File: src/rtl/mar_mdr_mem_if.sv
// MAR/MDR memory-interface stage: holds the address and data registers loaded
// from the datapath bus and runs fixed-length SRAM read/write cycles on request.
module mar_mdr_mem_if #(
  parameter int ADDR_W   = 16,
  parameter int DATA_W   = 16,
  parameter int MEM_WAIT = 2
) (
  input  logic              Clk,
  input  logic              Reset,
  input  logic [DATA_W-1:0] bus_in,
  input  logic              LD_MAR,
  input  logic              LD_MDR,
  input  logic              rd_req,
  input  logic              wr_req,
  input  logic [DATA_W-1:0] mem_rdata,
  output logic [ADDR_W-1:0] mar_out,
  output logic [DATA_W-1:0] mdr_out,
  output logic [ADDR_W-1:0] mem_addr,
  output logic [DATA_W-1:0] mem_wdata,
  output logic              mem_ce,
  output logic              mem_oe,
  output logic              mem_we,
  output logic              busy,
  output logic              ready,
  output logic              req_err
);

  typedef enum logic [1:0] {IDLE, RD, WR, DONE} state_t;

  localparam logic [3:0] LAST = 4'(MEM_WAIT - 1);

  state_t            state;
  logic [3:0]        cnt;
  logic [ADDR_W-1:0] mar;
  logic [DATA_W-1:0] mdr;

  // Strobes, busy and ready are registered alongside the state transition so
  // they never carry a combinational path from the request inputs.
  always_ff @(posedge Clk) begin
    if (Reset) begin
      state   <= IDLE;
      cnt     <= '0;
      mar     <= '0;
      mdr     <= '0;
      mem_ce  <= 1'b0;
      mem_oe  <= 1'b0;
      mem_we  <= 1'b0;
      busy    <= 1'b0;
      ready   <= 1'b0;
      req_err <= 1'b0;
    end else begin
      ready   <= 1'b0;
      req_err <= 1'b0;
      case (state)
        IDLE: begin
          cnt <= '0;
          if (LD_MAR) mar <= ADDR_W'(bus_in);
          if (LD_MDR) mdr <= bus_in;
          if (rd_req && wr_req) begin
            req_err <= 1'b1;
          end else if (rd_req) begin
            state  <= RD;
            mem_ce <= 1'b1;
            mem_oe <= 1'b1;
            busy   <= 1'b1;
          end else if (wr_req) begin
            state  <= WR;
            mem_ce <= 1'b1;
            mem_we <= 1'b1;
            busy   <= 1'b1;
          end
        end
        RD, WR: begin
          cnt <= cnt + 4'd1;
          if (cnt == LAST) begin
            if (state == RD) mdr <= mem_rdata;
            state  <= DONE;
            mem_ce <= 1'b0;
            mem_oe <= 1'b0;
            mem_we <= 1'b0;
            ready  <= 1'b1;
          end
        end
        DONE: begin
          state <= IDLE;
          busy  <= 1'b0;
        end
      endcase
    end
  end

  assign mar_out   = mar;
  assign mdr_out   = mdr;
  assign mem_addr  = mar;
  assign mem_wdata = mdr;

endmodule

File: config.mk
export PLATFORM = sky130hd
export DESIGN_NAME = mar_mdr_mem_if
export DESIGN_NICKNAME = d
export VERILOG_FILES = /design/src/rtl/mar_mdr_mem_if.sv
export SDC_FILE = /design/constraint.sdc
export NUM_CORES = 1
export LEC_CHECK = 0
export BUFFER_PORTS_ARGS = -buffer_cell sky130_fd_sc_hd__clkbuf_2
export CAP_MARGIN = 40
export CORE_MARGIN = 1.5
export CORE_UTILIZATION = 47
export DETAILED_ROUTE_END_ITERATION = 6
export PLACE_DENSITY = 0.91
export SYNTH_ARGS = -nofsm -noshare
export SYNTH_HDL_FRONTEND = slang
export SYNTH_SLANG_ARGS = --single-unit
File: constraint.sdc
create_clock -name Clk -period 3.2 [get_ports Clk]
set_input_delay 0.8 -clock Clk [delete_from_list [all_inputs] [get_ports Clk]]
set_output_delay 0.8 -clock Clk [all_outputs]
set_load 0.02 [all_outputs]
* Word-level counts from Yosys, hierarchy flattened
Index checks and enable logic that the tools add are counted.
Cells by class: add/sub/neg operators 1, eq/ne operators 12, mux-type cells 24, bitwise operators 2, reductions and logical operators 14
Operators by type and width (number):
- 16-bit two-way mux | 3
- 16-bit case mux with 2 select lines | 1
- 2-bit != test, second input constant | 7
- 4-bit AND reduction | 3
- 1-bit two-way mux | 10
- 2-bit two-way mux | 4
- 1-bit case mux with 2 select lines | 4
- 4-bit case mux with 2 select lines | 1
- 2-bit case mux with 3 select lines | 1
- 3-bit AND reduction | 2
- 2-bit OR reduction | 3
- 5-bit AND reduction | 1
- 4-bit by 1-bit adder with 4-bit output, second input constant | 1
- 2-bit equality test, second input constant | 2
- 4-bit by 1-bit equality test with 1-bit output, second input constant | 1
- 2-bit nonzero test | 2
- 3-bit != test, second input constant | 1
- 2-bit by 1-bit equality test with 1-bit output, second input constant | 1
- 2-bit zero test | 1
- 1-bit NOT | 2
- 2-bit AND reduction | 1
- 1-bit logical AND | 1
Storage, ports and cells: register bits 44, input port bits 38, output and inout bits 70, logic and storage cells 63

* Longest topological paths before layout
word-level depth 4, mapped depth 8, mapped depth without buffers 6

* Least setup slack after synthesis
OpenSTA, ideal clock, no wires.
path kind register to register, from register state[0], to register mdr[11], in the netlist mdr_out[11], setup time 0.081 ns, arrival 1.719 ns, path slack 1.401 ns, cell stages (with the launch flop) 9, period minus slack after synthesis 1.799 ns, cells stage by stage dfxtp_1 -> inv_1 -> ha_1 -> buf_4 -> nand2b_1 -> a221oi_4 -> buf_6 -> nor2_1 -> a211oi_2
On the way: word-level cells in the longest chain between the ends 4
RTL lines:
- start: declaration | line 32 | state_t state;
- start signal: assignment | line 41 | state <= IDLE;
- start signal: assignment | line 62 | state <= RD;
- start signal: assignment | line 67 | state <= WR;
- 2-bit by 1-bit equality test with 1-bit output or 2-bit equality test (tied branches) | line 54, 76
- 2-bit OR reduction | line 54 | case (state)
- 2-bit != test (no source line) or 2-bit nonzero test (tied branches)
- 4-bit AND reduction (no source line)
- end signal: assignment | line 58 | if (LD_MDR) mdr <= bus_in;
- end signal: assignment | line 76 | if (state == RD) mdr <= mem_rdata;
- end: declaration | line 35 | logic [DATA_W-1:0] mdr;
Several ways; a longest one is shown, not always the timed one. A chain may end at the register's enable or synchronous reset.

* Worst setup path in the final report
from register state[1], to register mdr[12], in the netlist mdr_out[12]
Same word-level chain as after synthesis.

==> impl_metrics.yaml <==
worst_setup_path:
  critPathArrivalTime_ns: 2.80
  crit_type: "reg -> reg"
  rrSetupSlack_ns: 0.61
  crit_path_max_fanout: 32
  reg2regPathDepth: 7
  critPathRequiredTime_ns: 3.41
  cp-start-kind: "flip-flop"
  r2r_start: "state[1]$_SDFFE_PP0P_"
  timing.rr.end: "mdr_out[12]$_SDFFE_PP0P_"
  critPathCaptureType: "flip-flop"
pwr:
  vdd_drop_max_mv: 0.613
  p_sw_frac: 0.498
  switchingPower_mw: 1.56
  p_leak_nw: 1.26
  intPower_mw: 1.57
  combPwrFrac: 0.604
  p_seq_frac: 0.277
  p_clk_frac: 0.119
  powerDensity_nw_per_um2: 1170
routing:
  ant_nets: 0
  wl_per_cell_um: 14.3
  viasPerCell: 5.30
  drc_errors: 0
  first_pass_iters: 4
  drt-total-wl_um: 5420
  drtIter0Drc: 119
  vias: 2009
run_status:
  status: "finished, final reports clean"
hold_path:
  hold_path_class: "reg -> reg"
  holdPathEnd: "mar_out[10]$_SDFFE_PP0P_"
  worstHoldPathCells: 2
  min-delay-start: "mar_out[10]$_SDFFE_PP0P_"
cells_and_area:
  final_area_um2: 2660
  nNetsFinal: 368
  syn_to_final_growth_pct: 17.0
  n_antenna_cell: 0
  drive_gt1_frac: 0.415
synthesis:
  synth_top_cell_by_area: "dfxtp_1"
  syn-mean-instance-area_um2: 8.86
  synth_cell_types: 33
  netlist_area_um2: 2280
  synth_edf_count: 0
  seq_area_frac_synth: 0.387
  syn_inst: 257
  synth_ff_type: "dfxtp_1"
  yosys_register_bits: 44
  yosysWarningCount: 0
  synthesis.nets: 301
  synth_area_leaders: "dfxtp_1 39%, buf_4 11%, a211oi_2 7.7%, mux2i_1 7.5%, nand2_1 5.9%"
  synth_top_area_frac: 0.387
  ys_async_sr_fraction: 0
floorplan:
  die_area_um2: 5270
  initial_core_util: 0.485
  die_x_um: 72.6
  io_pins: 108
  die_y_um: 72.6
  num_rows: 25
  core_area_um2: 4690
global_route:
  overflow: 0
  grt_antenna_before_repair: 0
  met1_usage: 0.246
  met2_usage: 0.354
  grt_pass1_vias: 1889
  grt_pass1_wl_um: 8620
  grt_max_degree: 33
  grtUsageMet3: 0.0373
  grt.total_usage: 0.207
  busiest_layer: "met2"
clocking:
  postCtsHoldBufs: 0
  cts_tree: "done"
  post-cts-setup-buffers: 0
  clkLatencyLatePin_ns: 0.30
  cts_buffers: 5
  cts-htree-levels: 2
  root_buffer: "clkbuf_8"
  clk_pin_slew_worst_paths_ns: 0.08
  cts_max_path_buffers: 2
  clock_sinks: 44
  post_cts_resize_count: 0
sta:
  max_freq_ghz: 0.387
  timing.slew.headroom: 0.504
  fin_crit_sh: 0.808
  fin_crit_ns: 2.59
  hold_violations: 0
  worstMarginPinSlew_ns: 0.744
  rsz0062_at_grt: "false"
  tns_ns: 0
  slew_violations: 0
  finalSetupViolations: 0
  fin_skew_ns: 0.00727
place:
  dpl_cell_area_um2: 2570
  io_buffers: 107
  dpl.hpwl_um: 3940
  place.gp.congestion: 0.761
run:
  maxCapViolCount: 0
[cell families after synthesis]
kind of cell               after synthesis  share of synthesized area
and+or+nand+nor                         79                      0.157
buffers and inverters                   56                      0.158
AOI/OAI and AO/OA                       54                      0.187
DFF                                     44                      0.387
muxes                                   17                     0.0747
adders and majority gates                6                     0.0330
xor gates and xnor gates                 1                    0.00385
[per-stage QoR]
stage	std cells	hold slack, ns	worst slack [ns]	utilization	power, mW
2_1_floorplan	257	0.480	1.40	-	2.48
3_3_place_gp	371	0.457	0.857	0.547	2.67
3_5_place_dp	371	0.466	0.679	0.547	2.75
4_1_cts	379	0.479	0.651	0.568	3.13
5_1_grt	379	0.498	0.457	0.568	3.35
6_report	379	0.476	0.613	0.568	3.12
[power by group through the flow]
stage               sequential, mW  clock [mW]  combinational (mW)
CTS                          0.864       0.379                1.89
floorplan                     1.04           0                1.45
detailed placement           0.874           0                1.88
global placement             0.867           0                1.80
global route                 0.885       0.400                2.07
finish                       0.865       0.372                1.89
[worst max-delay path by stage]
stage,start,endpoint,cells past startpoint
6_report,state[1]$_SDFFE_PP0P_,mdr_out[12]$_SDFFE_PP0P_,7
5_1_grt,state[1]$_SDFFE_PP0P_,mdr_out[12]$_SDFFE_PP0P_,7
4_1_cts,state[1]$_SDFFE_PP0P_,mdr_out[12]$_SDFFE_PP0P_,7
3_5_place_dp,state[1]$_SDFFE_PP0P_,mdr_out[12]$_SDFFE_PP0P_,7
3_3_place_gp,state[1]$_SDFFE_PP0P_,mdr_out[12]$_SDFFE_PP0P_,7
2_1_floorplan,state[0]$_SDFFE_PP0P_,mdr_out[11]$_SDFFE_PP0P_,8
[layout by cell type (no fill, tap or decap), drive strengths merged, types with 3 or more instances in the layout]
master,count
buf,3
o21ai,5
ha,6
a21oi,23
nand2,36
inv,6
clkbuf,113
nor2,29
mux2i,17
a211oi,18
dfxtp,44
[cells in the mapped netlist (4+ instances only)]
library cell / count
a211oi_1: 4
a211oi_2: 14
a21oi_1: 23
buf_2: 5
buf_4: 34
clkbuf_1: 9
dfxtp_1: 44
ha_1: 6
inv_1: 6
mux2i_1: 17
nand2_1: 36
nor2_1: 29
o21ai_0: 5
[sequential cells by signal (all words and copies together), names as in the netlist]
signal   flops
mem_ce       1
mem_oe       1
mdr_out     16
cnt          4
state        2
ready        1
req_err      1
busy         1
mar_out     16
mem_we       1
[cell type report]
type                       instances  area (um^2)
timing repair buffer             110          558
clock inverter                     2         15.0
sequential                        44          881
tap                               54         67.6
multi-input combinational        157         1040
clock buffer                       6         82.6
inverter                           6         22.5
fill                             419         2030
[worst max-delay path, cell delays in order (launching register included)]
cell,delay (ns)
dfxtp_1,0.41
inv_1,0.10
ha_1,0.78
nand4bb_4,0.20
a221oi_4,0.28
buf_4,0.39
nor2_1,0.11
a211oi_2,0.22
[layer usage]
metal  share of wire  up-vias
li1                -      974
met1            0.41      927
met2            0.50       92
met3           0.058       16
met4           0.028        0
met5               0        -
No activity file was read; power rests on OpenSTA's default activity.
